--- src/rtl/klp32_boot_loader.sv ---
// klp32_boot_loader: loads a checksummed UART frame into IMEM and holds the core in reset until it verifies.
// Optional inter-byte timeout is enabled by defining KLP32_BOOT_TIMEOUT_EN.
module klp32_boot_loader #(
  parameter int IMEM_WORDS     = 256,
  parameter int TIMEOUT_CYCLES = 100000
) (
  input  logic        clk,
  input  logic        reset,
  input  logic [7:0]  i_rx_data,
  input  logic        i_rx_valid,
  output logic        o_rx_ready,
  output logic        o_imem_we,
  output logic [31:0] o_imem_addr,
  output logic [31:0] o_imem_wdata,
  output logic        o_core_reset,
  output logic        o_done,
  output logic        o_error,
  output logic [15:0] o_words_loaded
);
  typedef enum logic [2:0] {IDLE, LEN_LO, LEN_HI, DATA, CSUM, DONE, ERROR} state_t;
  localparam logic [16:0] max_words = 17'(IMEM_WORDS);
  state_t state, next;
  logic        fire, restart, expired;
  logic [7:0]  len_lo, csum;
  logic [15:0] len, idx, n;
  logic [1:0]  bcnt;
  logic [23:0] part;
  assign fire    = i_rx_valid && o_rx_ready;
  assign restart = fire && i_rx_data == 8'hA5 && (state == IDLE || state == ERROR);
  assign n       = {i_rx_data, len_lo};
`ifdef KLP32_BOOT_TIMEOUT_EN
  logic [31:0] tcnt;
  logic        active;
  assign active  = state inside {LEN_LO, LEN_HI, DATA, CSUM};
  assign expired = active && !fire && tcnt == 32'(TIMEOUT_CYCLES - 1);
  always_ff @(posedge clk) begin
    if (reset || fire || !active) tcnt <= '0;
    else tcnt <= tcnt + 32'd1;
  end
`else
  logic unused_timeout;
  assign unused_timeout = ^TIMEOUT_CYCLES;
  assign expired = 1'b0;
`endif
  always_ff @(posedge clk) begin
    if (reset) state <= IDLE;
    else state <= next;
  end
  always_comb begin
    next = state;
    if (fire)
      case (state)
        IDLE, ERROR: next = (i_rx_data == 8'hA5) ? LEN_LO : state;
        LEN_LO:      next = LEN_HI;
        LEN_HI:      next = ({1'b0, n} > max_words) ? ERROR : (n == 16'd0) ? CSUM : DATA;
        DATA:        next = (bcnt == 2'd3 && idx + 16'd1 == len) ? CSUM : DATA;
        CSUM:        next = (i_rx_data == csum) ? DONE : ERROR;
        default:     next = state;
      endcase
    if (expired) next = ERROR;
  end
  always_comb begin
    o_rx_ready   = 1'b1;
    o_done       = state == DONE;
    o_error      = state == ERROR;
    o_core_reset = state != DONE;
  end
  // Bytes shift in from the top so the first three land in part[7:0], [15:8], [23:16].
  always_ff @(posedge clk) begin
    if (reset) begin
      o_imem_we      <= 1'b0;
      o_imem_addr    <= '0;
      o_imem_wdata   <= '0;
      o_words_loaded <= '0;
      len_lo         <= '0;
      len            <= '0;
      idx            <= '0;
      bcnt           <= '0;
      csum           <= '0;
      part           <= '0;
    end else begin
      o_imem_we <= 1'b0;
      if (restart) begin
        bcnt           <= '0;
        idx            <= '0;
        csum           <= '0;
        o_words_loaded <= '0;
      end
      if (fire && state == LEN_LO) len_lo <= i_rx_data;
      if (fire && state == LEN_HI) begin
        len  <= n;
        bcnt <= '0;
        idx  <= '0;
        csum <= '0;
      end
      if (fire && state == DATA) begin
        csum <= csum ^ i_rx_data;
        bcnt <= bcnt + 2'd1;
        part <= {i_rx_data, part[23:8]};
        if (bcnt == 2'd3) begin
          o_imem_we      <= 1'b1;
          o_imem_addr    <= {14'd0, idx, 2'b00};
          o_imem_wdata   <= {i_rx_data, part};
          idx            <= idx + 16'd1;
          o_words_loaded <= o_words_loaded + 16'd1;
        end
      end
    end
  end
endmodule

--- config.mk ---
export PLATFORM = sky130hd
export DESIGN_NAME = klp32_boot_loader
export DESIGN_NICKNAME = d
export VERILOG_FILES = /design/src/rtl/klp32_boot_loader.sv
export SDC_FILE = /design/constraint.sdc
export NUM_CORES = 1
export LEC_CHECK = 0
export ABC_AREA = 1
export CAP_MARGIN = 15
export CORE_UTILIZATION = 48
export DETAILED_ROUTE_END_ITERATION = 10
export GPL_TIMING_DRIVEN = 0
export PLACE_DENSITY = 0.81
export RECOVER_POWER = 100
export SLEW_MARGIN = 20
export SYNTH_ARGS = -nofsm -noshare
export SYNTH_HDL_FRONTEND = slang
export SYNTH_SLANG_ARGS = --single-unit
--- constraint.sdc ---
create_clock -name clk -period 1.8 [get_ports clk]
set_clock_uncertainty 0.15 [all_clocks]
set_input_delay 0.36 -clock clk [delete_from_list [all_inputs] [get_ports clk]]
set_output_delay 0.36 -clock clk [all_outputs]
set_load 0.02 [all_outputs]
## After elaboration in Yosys (flattened, before gate mapping)

Cells that the tools add are included.

- Logic and storage cells: 64
- Bits in registers: 142
- Output and inout port bits: 85
- Bits of input ports: 11

- $add $sub $neg: 3
- Reductions and logical operators: 15
- Equal/unequal tests: 12
- $lt $le $gt $ge: 1
- Bitwise operators: 2
- Mux-type cells: 20

Operators with widths:

| kind | number |
|---|---|
| 16-bit two-way mux | 7 |
| 16-bit by 1-bit adder with 16-bit output (second input constant) | 2 |
| 8-bit two-way mux | 3 |
| 16-bit == test | 1 |
| 16-bit by 9-bit greater-than comparator with 1-bit output (second input constant) | 1 |
| 16-bit logical NOT | 1 |
| 3-bit case mux with 5 select lines | 1 |
| 3-bit two-way mux | 4 |
| 3-bit == test (second input constant) | 3 |
| 8-bit == test | 1 |
| 8-bit == test (second input constant) | 1 |
| 2-bit two-way mux | 4 |
| 8-bit bitwise XOR | 1 |
| 3-bit by 2-bit == test with 1-bit output (second input constant) | 2 |
| 1-bit logical AND | 6 |
| 5-bit nonzero test | 1 |
| 2-bit OR reduction | 2 |
| 3-bit by 1-bit == test with 1-bit output (second input constant) | 1 |
| 3-bit logical NOT | 1 |
| 3-bit != test (second input constant) | 1 |
| 3-bit AND reduction | 1 |
| 3-bit nonzero test | 1 |
| 2-bit by 1-bit adder with 2-bit output (second input constant) | 1 |
| 2-bit == test (second input constant) | 1 |
| other kinds (5) | 5 |

## Longest topological paths before layout

- Depth in word-level cells: 7
- Depth in mapped cells: 16
- Gate-level depth less buffers: 16

## Worst setup path after synthesis

Ideal clock, no wire load.

- Kind: reg2reg
- Start: reg idx[0]
- End: reg state[1]
- Library setup time: 132 ps
- Buffers on the path: 0
- Stages on the path, launching flop included: 17
- Data required time: 1518 ps
- Period minus slack after synthesis: 1953 ps
- Arrival: 1671 ps
- Setup slack: -153 ps
- Path through: dfxtp_1 ha_1 nand2_1 nor2_4 nand2_1 nand3_1 nand2_1 nor2_1 nand2_1 nor2_1 nand2_1 nor2_1 nand2_1 nand2_1 nand2_1 nand2_1 a21oi_1

- Longest elaborated chain between the ends: 5

RTL lines:

| element | RTL line | text |
|---|---|---|
| from (decl) | 25 | `logic [15:0] len, idx, n;` |
| from (signal assigned) | 104 | `idx <= idx + 16'd1;` |
| 16-bit by 1-bit adder with 16-bit output | 56 | `DATA: next = (bcnt == 2'd3 && idx + 16'd1 == len) ? CSUM : DATA;` |
| 16-bit == test | 56 |  |
| 1-bit logical AND | 56 |  |
| 3-bit two-way mux | 56 |  |
| 3-bit case mux with 5 select lines | 52 | `case (state)` |
| to (signal assigned) | 47 | `else state <= next;` |
| to (decl) | 22 | `state_t state, next;` |

Every way passes these cells.
A chain may end at the register's enable or synchronous reset.

## Final worst setup path

- Start: reg idx[1]
- End: reg state[1]

The elaborated chain is that of the path after synthesis.

==> results.ini <==
[status]
status = complete, but fails checks
violations = setup timing

[placement]
portBuffers = 77
hpwl_um = 11300
gp_congestion = 0.893
dp.cells = 1080
place_area_um2 = 7200

[synth]
ys_seq_area_share_pct = 46.3
yosys.area.top_type = dfxtp_1
yosys-top-cells-count = nand2_1 (175), dfxtp_1 (142), o21ai_0 (94)
yosysMostFrequentCell = nand2_1
syn_area_um2 = 6140
synthTopCellsByArea = dfxtp_1 (46%), nand2_1 (11%), o21ai_0 (7.7%)
synth_edf_count = 0
netlist_instances = 820
avgSynthCellArea_um2 = 7.48
synth_cell_types = 44
synth_top_area_share_pct = 46.3
yosys_warnings = 0
synth_flop_cell = dfxtp_1
ys_ff_latch = 142
async_flop_share_pct = 0

[pwr]
cellLeakagePower_uw = 0.00391
pwr_density_cell_nw_per_um2 = 786
ir_drop_mv = 0.736

[critical_path]
cp_top_family = simple AND/OR/NAND/NOR gates
reg2reg_depth = 14
path_buf_inv = 1
crit_chain = ha_4 -> inv_1 -> a21oi_1 -> o211ai_1 -> nor2_1 -> nand2_1 -> nor2_1 -> nand2_1 -> nor2_4 -> nand2_1 -> nand2_1 -> nand2_1 -> nand2_1 -> a21oi_1
worstPathRequired_ns = 1.92
cpMostUsedCell = nand2_1
path_class = reg2reg
critPathMaxFanout = 4
end_kind = flop
worstPathArrival_ns = 2.38
slowest_stage = dfxtp_4
cp.depth = 14
start_kind = flop
cpPeakStageDelay_ns = 0.36

[clock_tree]
clkLatencyLatePin_ns = 0.43
cts_tree = built
cts.sinks = 142
cts_buffer_depth = 2
h-tree-depth = 4
clk_pin_slew_ns = 0.06
cts-buffers-inserted = 17
root_buffer = clkbuf_16
postCtsHoldBufs = 0

[final_layout]
drive_above_1_share_pct = 26.5
fill_cells = 901
nets = 1006
area_growth_syn_to_layout_pct = 45.0
antenna_cells = 0
finalInstanceArea_um2 = 8900
fin_util_pct = 72.9
final_cells = 1173

[floorplanning]
core-area_um2 = 12200
io_pins = 96
die-area_um2 = 13200
die_w_um = 115
rows = 40
dieHeight_um = 115
initial_core_util_pct = 50.3

[timing]
max-slew-margin-rel_pct = 45.8
hold_viol = 0
tightest_slew_ns = 0.814
hold_slack_ns = 0.289
finalCritPeriodShare_pct = 126
fmax_mhz = 442
period_minus_slack_ns = 2.26
layout_setup_ws_ns = -0.463
final_max_slew_viol_count = 0
rsz0062_at_grt = true
setup_violations = 87

[run]
drv_cap = 0

[global_routing]
grt_usage_pct = 26.7
antenna_found_initial = 0
grt_pass1_wl_um = 27000
grt_overflow = 0
grt_pass1_vias = 5538
grt_max_degree = 17

[detailed_routing]
dr.pass1.iters = 5
first_iter_violations = 543
antenna_violating_nets_post_route = 0
viasPerCell = 5.49
vias = 6439
remaining_drc_errors = 0
routed_wl_um = 19300
wl_per_cell_um = 16.4

[min_path]
holdPathStages = 1
hp-class = reg2reg

-- power breakdown --
group | internal [µW] | leakage, µW | switching [µW]
clock | 2200 | 0.000292 | 1400
combinational | 78.8 | 0.00247 | 175
sequential | 3140 | 0.00115 | 3.02
total | 5420 | 0.00391 | 1580
-- worst paths after layout --
| kind | start | slack, ns | to |
|---|---|---|---|
| worst min-delay path | bcnt[0]$_SDFFE_PP0P_ | 0.29 | bcnt[0]$_SDFFE_PP0P_ |
| worst max-delay path | idx[1]$_SDFF_PP0_ | -0.46 | state[1]$_SDFFE_PP0P_ |
| worst max register to register | idx[1]$_SDFF_PP0_ | -0.46 | state[1]$_SDFFE_PP0P_ |
| worst min register to register | bcnt[0]$_SDFFE_PP0P_ | 0.29 | bcnt[0]$_SDFFE_PP0P_ |
-- flip-flops by register name (all words and copies together) (netlist names) --
name,flops
bcnt,2
csum,8
idx,16
len,16
len_lo,8
o_imem_addr,16
o_imem_wdata,32
o_imem_we,1
o_words_loaded,16
part,24
state,3
-- cells in the final DEF, fill, tap and decap left out, types with 10 or more instances in the layout --
cell           instances
nand3_1               38
conb_1                17
o21ai_0               58
o21ai_2               23
nor2_4                19
buf_4                 62
a21oi_1               67
nor2_1                28
a21oi_2               14
inv_1                 80
dlygate4sd2_1         73
dfxtp_1              133
clkbuf_16             20
nand2_1              155
xor2_1                13
clkbuf_1              10
o21ai_1               28
nand2_2               18
nand4_1               11
buf_6                 20
-- cell type report --
type,instances,area [µm²],share of cell area (%)
clock inverters,11,131,1.48
flip-flops and latches,142,2860,32.2
plain buffers,49,379,4.26
repair buffers,137,1270,14.2
clock buffers,21,480,5.40
well taps,168,210,2.36
multi-input cells,551,3190,35.9
inverters,94,377,4.23
-- metal layers --
layer	up-vias	share of wire [%]	GRT usage [%]	wire length (µm)
met3	69	7.7	6.22	1480
met2	341	49	43.5	9390
met4	0	4.2	12.0	803
met1	3007	39	33.8	7620
met5	-	0	0	0
li1	3022	-	-	-
-- through the flow --
stage | total power (µW) | setup TNS [ns] | setup slack, ns
finish | 6990 | -9.71 | -0.463
global route | 7180 | -17.97 | -0.544
CTS | 6970 | -1.47 | -0.282
detailed placement | 3440 | -89.84 | -1.03
global placement | 3440 | -88.91 | -0.984
floorplan | 3360 | -0.0393 | -0.0285
-- timing repair --
| item | in CTS | in global routing |
|---|---|---|
| setup endpoints to repair | 199 | 136 |
| buffers inserted | 32 | 31 |
| pin swaps | 18 | 32 |
| cloned | 1 | 3 |
| endpoints found under the hold margin | 0 | 0 |
| gates resized for setup | 188 | 163 |
-- cell families (layout without fill, tap and decap cells) --
| group | count (synthesis) | in the layout | share of synthesized area (%) |
|---|---|---|---|
| AO/OA/AOI/OAI | 206 | 206 | 17.7 |
| adder cells (fa/ha/maj) | 3 | 3 | 0.612 |
| flip-flops | 142 | 142 | 46.3 |
| buffers and inverters | 143 | 312 | 9.93 |
| AND/OR/NAND/NOR | 308 | 309 | 22.6 |
| other | 2 | 17 | 0.122 |
| XOR/XNOR | 16 | 16 | 2.73 |
Note: power is estimated with default switching activity, not from simulation.
